`config.mk`:
```
export PLATFORM = sky130hd
export DESIGN_NAME = dmem_lsu_flat
export DESIGN_NICKNAME = d
export VERILOG_FILES = /design/src/rtl/dmem_lsu_pkg.sv /design/src/rtl/dmem_lsu_if.sv /design/src/rtl/dmem_lsu_load_fmt.sv /design/src/rtl/dmem_lsu.sv /design/src/flat_wrapper.sv
export SDC_FILE = /design/constraint.sdc
export NUM_CORES = 1
export LEC_CHECK = 0
export CAP_MARGIN = 10
export CORE_MARGIN = 5
export CORE_UTILIZATION = 45
export DETAILED_ROUTE_END_ITERATION = 8
export PLACE_DENSITY = 0.95
export SYNTH_ARGS = -nofsm -noshare
export SYNTH_HDL_FRONTEND = slang
export SYNTH_SLANG_ARGS = --single-unit
```
`constraint.sdc`:
```
create_clock -name clk -period 3.9 [get_ports clk]
set_clock_uncertainty 0.1 [all_clocks]
set_input_delay 0.78 -clock clk [delete_from_list [all_inputs] [get_ports clk]]
set_output_delay 0.78 -clock clk [all_outputs]
set_load 0.02 [all_outputs]
```
`src/rtl/dmem_lsu_pkg.sv`:
```
// Shared types and constants for the dmem load/store unit.
// Size decoding helpers live here so the LSU and its bench agree on one encoding.
package dmem_lsu_pkg;

    localparam int unsigned DMEM_DEPTH  = 8;
    localparam int unsigned DATA_WIDTH  = 32;
    localparam int unsigned LSU_LATENCY = 2;

    typedef enum logic [1:0] {
        LSU_B = 2'b00,
        LSU_H = 2'b01,
        LSU_W = 2'b10,
        LSU_X = 2'b11
    } lsu_size_t;

    typedef enum logic [1:0] {
        LSU_IDLE   = 2'b00,
        LSU_ACCESS = 2'b01,
        LSU_RESP   = 2'b10
    } lsu_state_t;

    // Offset of the last byte touched, i.e. nbytes - 1.
    function automatic logic [2:0] lsu_last_offset(input lsu_size_t size);
        unique case (size)
            LSU_B:   return 3'd0;
            LSU_H:   return 3'd1;
            LSU_W:   return 3'd3;
            default: return 3'd0;
        endcase
    endfunction

    function automatic logic [3:0] lsu_byte_en(input lsu_size_t size);
        unique case (size)
            LSU_B:   return 4'b0001;
            LSU_H:   return 4'b0011;
            LSU_W:   return 4'b1111;
            default: return 4'b0000;
        endcase
    endfunction

endpackage

```
`src/rtl/dmem_lsu_if.sv`:
```
// Request/response handshakes and the dmem port bundle of the load/store unit.
// slave is the LSU's view; master is the execute stage plus dmem.
interface dmem_lsu_if
    import dmem_lsu_pkg::*;
#(
    parameter int unsigned ADDR_W = DMEM_DEPTH,
    parameter int unsigned DW     = DATA_WIDTH
);

    logic              req_valid_i;
    logic              req_ready_o;
    logic              req_we_i;
    lsu_size_t         req_size_i;
    logic              req_signed_i;
    logic [ADDR_W-1:0] req_addr_i;
    logic [DW-1:0]     req_wdata_i;

    logic              resp_valid_o;
    logic              resp_ready_i;
    logic [DW-1:0]     resp_rdata_o;
    logic              resp_err_o;

    logic [3:0]        dmem_we_o;
    logic [ADDR_W-1:0] dmem_addr_o;
    logic [DW-1:0]     dmem_wdata_o;
    logic [DW-1:0]     dmem_rdata_i;

    modport slave (
        input  req_valid_i, req_we_i, req_size_i, req_signed_i, req_addr_i, req_wdata_i,
        output req_ready_o,
        output resp_valid_o, resp_rdata_o, resp_err_o,
        input  resp_ready_i,
        output dmem_we_o, dmem_addr_o, dmem_wdata_o,
        input  dmem_rdata_i
    );

    modport master (
        output req_valid_i, req_we_i, req_size_i, req_signed_i, req_addr_i, req_wdata_i,
        input  req_ready_o,
        input  resp_valid_o, resp_rdata_o, resp_err_o,
        output resp_ready_i,
        input  dmem_we_o, dmem_addr_o, dmem_wdata_o,
        output dmem_rdata_i
    );

endinterface

```
`src/rtl/dmem_lsu_load_fmt.sv`:
```
// Extracts the low byte/half/word of dmem read data and sign- or zero-extends it.
module lsu_load_fmt
    import dmem_lsu_pkg::*;
#(
    parameter int unsigned DW = DATA_WIDTH
) (
    input  lsu_size_t     size_i,
    input  logic          sign_ext_i,
    input  logic [DW-1:0] rdata_i,
    output logic [DW-1:0] data_o
);

    always_comb begin
        data_o = '0;
        unique case (size_i)
            LSU_B:   data_o = {{(DW-8){sign_ext_i & rdata_i[7]}}, rdata_i[7:0]};
            LSU_H:   data_o = {{(DW-16){sign_ext_i & rdata_i[15]}}, rdata_i[15:0]};
            LSU_W:   data_o = rdata_i;
            default: data_o = '0;
        endcase
    end

endmodule

```
`src/rtl/dmem_lsu.sv`:
```
// Single-outstanding load/store unit in front of dmem: accept, one access cycle, hold response.
// Accesses whose last byte would run past the top of memory are flagged and never issued.
module dmem_lsu
    import dmem_lsu_pkg::*;
#(
    parameter int unsigned ADDR_W = DMEM_DEPTH,
    parameter int unsigned DW     = DATA_WIDTH
) (
    input logic       clk,
    input logic       rst_n,
    dmem_lsu_if.slave bus
);

    lsu_state_t        state_q;
    logic              we_q;
    logic              signed_q;
    logic              err_q;
    lsu_size_t         size_q;
    logic [ADDR_W-1:0] addr_q;
    logic [DW-1:0]     wdata_q;

    logic [3:0]        dmem_we_q;
    logic              resp_valid_q;
    logic              resp_err_q;
    logic [DW-1:0]     resp_rdata_q;

    logic              accept;
    logic              req_err;
    logic [ADDR_W:0]   last_addr;
    logic [DW-1:0]     load_data;

    assign accept = bus.req_valid_i && (state_q == LSU_IDLE);

    // Carry out of the extra top bit means the access would wrap inside dmem.
    assign last_addr = {1'b0, bus.req_addr_i} + (ADDR_W+1)'(lsu_last_offset(bus.req_size_i));
    assign req_err   = (bus.req_size_i == LSU_X) || last_addr[ADDR_W];

    lsu_load_fmt #(
        .DW(DW)
    ) u_load_fmt (
        .size_i    (size_q),
        .sign_ext_i(signed_q),
        .rdata_i   (bus.dmem_rdata_i),
        .data_o    (load_data)
    );

    always_ff @(posedge clk) begin
        if (!rst_n) begin
            state_q      <= LSU_IDLE;
            we_q         <= 1'b0;
            signed_q     <= 1'b0;
            err_q        <= 1'b0;
            size_q       <= LSU_B;
            addr_q       <= '0;
            wdata_q      <= '0;
            dmem_we_q    <= 4'b0000;
            resp_valid_q <= 1'b0;
            resp_err_q   <= 1'b0;
            resp_rdata_q <= '0;
        end else begin
            unique case (state_q)
                LSU_IDLE: begin
                    if (accept) begin
                        we_q      <= bus.req_we_i;
                        signed_q  <= bus.req_signed_i;
                        size_q    <= bus.req_size_i;
                        addr_q    <= bus.req_addr_i;
                        wdata_q   <= bus.req_wdata_i;
                        err_q     <= req_err;
                        dmem_we_q <= (bus.req_we_i && !req_err) ?
                                     lsu_byte_en(bus.req_size_i) : 4'b0000;
                        state_q   <= LSU_ACCESS;
                    end
                end
                LSU_ACCESS: begin
                    // dmem_rdata_i was refreshed on this cycle's negedge.
                    dmem_we_q    <= 4'b0000;
                    resp_valid_q <= 1'b1;
                    resp_err_q   <= err_q;
                    resp_rdata_q <= (we_q || err_q) ? '0 : load_data;
                    state_q      <= LSU_RESP;
                end
                LSU_RESP: begin
                    if (bus.resp_ready_i) begin
                        resp_valid_q <= 1'b0;
                        resp_err_q   <= 1'b0;
                        resp_rdata_q <= '0;
                        state_q      <= LSU_IDLE;
                    end
                end
                default: state_q <= LSU_IDLE;
            endcase
        end
    end

    assign bus.req_ready_o  = (state_q == LSU_IDLE);
    assign bus.dmem_we_o    = dmem_we_q;
    assign bus.dmem_addr_o  = addr_q;
    assign bus.dmem_wdata_o = wdata_q;
    assign bus.resp_valid_o = resp_valid_q;
    assign bus.resp_err_o   = resp_err_q;
    assign bus.resp_rdata_o = resp_rdata_q;

endmodule

```
`src/flat_wrapper.sv`:
```
// flat-port wrapper written by rule: the top's interface ports become plain ports
module dmem_lsu_flat import dmem_lsu_pkg::*;
#(
    parameter int unsigned ADDR_W = DMEM_DEPTH,
    parameter int unsigned DW     = DATA_WIDTH
)
  (clk, rst_n, bus_req_valid_i, bus_req_we_i, bus_req_size_i, bus_req_signed_i, bus_req_addr_i, bus_req_wdata_i, bus_req_ready_o, bus_resp_valid_o, bus_resp_rdata_o, bus_resp_err_o, bus_resp_ready_i, bus_dmem_we_o, bus_dmem_addr_o, bus_dmem_wdata_o, bus_dmem_rdata_i);
  dmem_lsu_if #(.ADDR_W(ADDR_W), .DW(DW)) bus_i ();
  input logic clk;
  input logic rst_n;
  input wire logic [$bits(bus_i.req_valid_i)-1:0] bus_req_valid_i;
  input wire logic [$bits(bus_i.req_we_i)-1:0] bus_req_we_i;
  input wire logic [$bits(bus_i.req_size_i)-1:0] bus_req_size_i;
  input wire logic [$bits(bus_i.req_signed_i)-1:0] bus_req_signed_i;
  input wire logic [$bits(bus_i.req_addr_i)-1:0] bus_req_addr_i;
  input wire logic [$bits(bus_i.req_wdata_i)-1:0] bus_req_wdata_i;
  output wire logic [$bits(bus_i.req_ready_o)-1:0] bus_req_ready_o;
  output wire logic [$bits(bus_i.resp_valid_o)-1:0] bus_resp_valid_o;
  output wire logic [$bits(bus_i.resp_rdata_o)-1:0] bus_resp_rdata_o;
  output wire logic [$bits(bus_i.resp_err_o)-1:0] bus_resp_err_o;
  input wire logic [$bits(bus_i.resp_ready_i)-1:0] bus_resp_ready_i;
  output wire logic [$bits(bus_i.dmem_we_o)-1:0] bus_dmem_we_o;
  output wire logic [$bits(bus_i.dmem_addr_o)-1:0] bus_dmem_addr_o;
  output wire logic [$bits(bus_i.dmem_wdata_o)-1:0] bus_dmem_wdata_o;
  input wire logic [$bits(bus_i.dmem_rdata_i)-1:0] bus_dmem_rdata_i;
  assign bus_i.req_valid_i = bus_req_valid_i;
  assign bus_i.req_we_i = bus_req_we_i;
  assign bus_i.req_size_i = bus_req_size_i;
  assign bus_i.req_signed_i = bus_req_signed_i;
  assign bus_i.req_addr_i = bus_req_addr_i;
  assign bus_i.req_wdata_i = bus_req_wdata_i;
  assign bus_req_ready_o = bus_i.req_ready_o;
  assign bus_resp_valid_o = bus_i.resp_valid_o;
  assign bus_resp_rdata_o = bus_i.resp_rdata_o;
  assign bus_resp_err_o = bus_i.resp_err_o;
  assign bus_i.resp_ready_i = bus_resp_ready_i;
  assign bus_dmem_we_o = bus_i.dmem_we_o;
  assign bus_dmem_addr_o = bus_i.dmem_addr_o;
  assign bus_dmem_wdata_o = bus_i.dmem_wdata_o;
  assign bus_i.dmem_rdata_i = bus_dmem_rdata_i;
  dmem_lsu #(.ADDR_W(ADDR_W), .DW(DW)) u_core (.clk(clk), .rst_n(rst_n), .bus(bus_i));
endmodule
```
==> metrics.cfg <==
[status]
outcome = complete, no violations

[grt]
antenna_found_initial = 0
grt-busiest-layer = met2
overflow = 0
grt_pass1_vias = 3340
grt_pass1_wl_um = 16200
grt_use_met2_pct = 33.6
grt_max_degree = 47
grtUsageMet1_pct = 24.5
groute.usage.overall_pct = 20.1
global_route.usage.met3_pct = 5.93

[critical_path]
critPathLaunchType = input port
slowest_delay_ns = 0.64
crit_type = input port to register
arrival_ns = 2.67
cp_cell_sequence = clkdlybuf4s50_1 -> nor3b_4 -> buf_4 -> nand2_1 -> a21boi_0
reg2reg_depth = 3
required_ns = 4.05
end_kind = register
slowest_stage = nor3b_4
path_max_fanout = 31

[logic_synthesis]
ys_seq_elements = 84
async_flop_share_pct = 0
ys.flop_type = dfxtp_1
synth.yosys.seq_area_share_pct = 47.9
synth_fp_nets = 483
syn_inst = 399
synth_edf_count = 0
yosysTopAreaCellShare_pct = 47.9
ys_types = 38
syn-mean-instance-area_um2 = 8.80
yosysTopAreaCell = dfxtp_1
synth_area_leaders = dfxtp_1 (48%), a21boi_0 (13%), nand2_1 (11%), a32o_1 (4.6%), nand3_1 (4.0%)
yosys-top-cells-count = nand2_1 (106), dfxtp_1 (84), a21boi_0 (60)
yosysWarnings = 0
syn_area_um2 = 3510
synth.most_common_cell = nand2_1

[clock_tree]
clk_path_buf_depth = 2
cts_buffers = 9
clkLatencyLatePin_ns = 0.33
holdBufCountCts = 0
cts_root_buf = clkbuf_8
cts.clk_slew.worst_paths_ns = 0.08
cts_tree = done
h-tree-depth = 3
cts_resized = 0
cts_sinks = 84
post_cts_buffers = 0

[die]
fp.dieW_um = 98.3
die_height_um = 98.3
io_pins = 159
core-area_um2 = 7650
die-area_um2 = 9670
initial_core_util_pct = 45.9
num_rows = 32

[drt]
ant_nets = 0
routed_wl_um = 9910
firstDrtPassIters = 7
drcViolationCount = 0
wl_per_cell_um = 15.4
via_per_inst = 5.35
vias = 3441
drtIter0Drc = 138

[sta]
layout_min_cycle_time_ns = 2.51
relSlewSlack_pct = 44.0
tightest_slew_ns = 0.841
setup_viol = 0
timing.fmax_mhz = 398
slew_violations = 0
rsz0062_at_grt = false
fin_crit_sh_pct = 64.4
setup_tns_ns = 0
finalHoldViolations = 0

[finish]
multiInputGateArea_um2 = 1650
nFillCells = 618
regArea_um2 = 1680
layout.cells.non_filler = 643
fin_area_um2 = 5270
diodes = 0
layout.nets = 620
syn2layout_area_growth_pct = 50.0
layout-drive-gt1-share_pct = 4.81

[place]
gp_congestion = 0.808
placed_cells = 627
placed_cell_area_um2 = 5080
io_buffers = 158
dp_hpwl_um = 7240

[job]
max_cap_viol_count = 0

[power]
leakage_nw = 1.85
power_w = 0.00188
p_per_area_nw_per_um2 = 357
irDropWorstVdd_mv = 0.273

[worst_hold_path]
hp-class = register to register
holdPathStages = 2

-- power breakdown --
| group | switching [W] | internal [W] | total, W |
|---|---|---|---|
| Combinational | 0.000179 | 0.000185 | 0.000364 |
| Sequential | 0.0000283 | 0.000899 | 0.000928 |
| Clock | 0.000293 | 0.000293 | 0.000587 |
-- state kept, by name (all words and copies together) (netlist names) --
signal,cells
u_core.bus.dmem_we_o,3
u_core.we_q,1
u_core.bus.resp_err_o,1
u_core.bus.dmem_wdata_o,32
u_core.size_q,2
u_core.state_q,2
u_core.signed_q,1
u_core.err_q,1
u_core.bus.dmem_addr_o,8
u_core.bus.resp_valid_o,1
u_core.bus.resp_rdata_o,32
-- path summary, 6_finish.rpt --
path                                         startpoint                          end  slack, ns
worst max-delay path                    bus_req_valid_i   u_core.bus.dmem_wdata_o[9]       1.39
worst max register to register        u_core.state_q[1]  u_core.bus.resp_rdata_o[27]       1.62
worst min-delay path            u_core.bus.resp_valid_o      u_core.bus.resp_valid_o       0.36
worst min register to register  u_core.bus.resp_valid_o      u_core.bus.resp_valid_o       0.36
-- layout make-up --
class,count,area share (%)
Clock buffer,11,2.49
Clock inverter,5,0.998
Inverter,3,0.214
Multi-Input combinational cell,275,31.3
Sequential cell,84,31.9
Tap cell,102,2.42
Timing Repair Buffer,163,30.6
-- critical path, delay by kind of cell --
family	cells	cell delay, ns
buffers and inverters	2	0.93
AND/OR/NAND/NOR	2	0.75
AO/OA/AOI/OAI	1	0.19
-- per-stage QoR --
stage          hold slack [ns]  util (%)  worst slack, ns
2_1_floorplan            0.352         -             1.84
3_3_place_gp             0.338      66.5             1.16
3_5_place_dp             0.346      66.5             1.04
4_1_cts                  0.359      68.9             1.39
5_1_grt                  0.389      68.9             1.26
6_report                 0.361      68.9             1.39
-- kinds of logic after synthesis --
group,share of synthesized area (%)
and+or+nand+nor,19.5
DFF,47.9
adders and majority gates,1.43
AOI/OAI and AO/OA,25.2
buffers and inverters,5.35
muxes,0.641
-- cell usage in the layout, fill, tap and decap left out, types with 2 or more instances in the layout --
cell type and n:
clkdlybuf4s50_1 157, nand2_1 106, dfxtp_1 84, a21boi_0 60, nand3_1 28, a32o_1 16, o21ai_0 15, o21a_1 9
clkbuf_8 9, o211ai_1 8, buf_4 5, ha_1 4, inv_1 3, o31ai_1 3, clkinv_2 3, nor3b_4 2
and2_1 2, nand2b_1 2, nand4_1 2, clkbuf_1 2
-- routing by layer --
metal	routed length, µm	share of wire, %
met5	0	0
met3	849	8.6
met2	4920	50
met1	3980	40
met4	158	1.6
No activity file was read; power rests on OpenSTA's default activity.
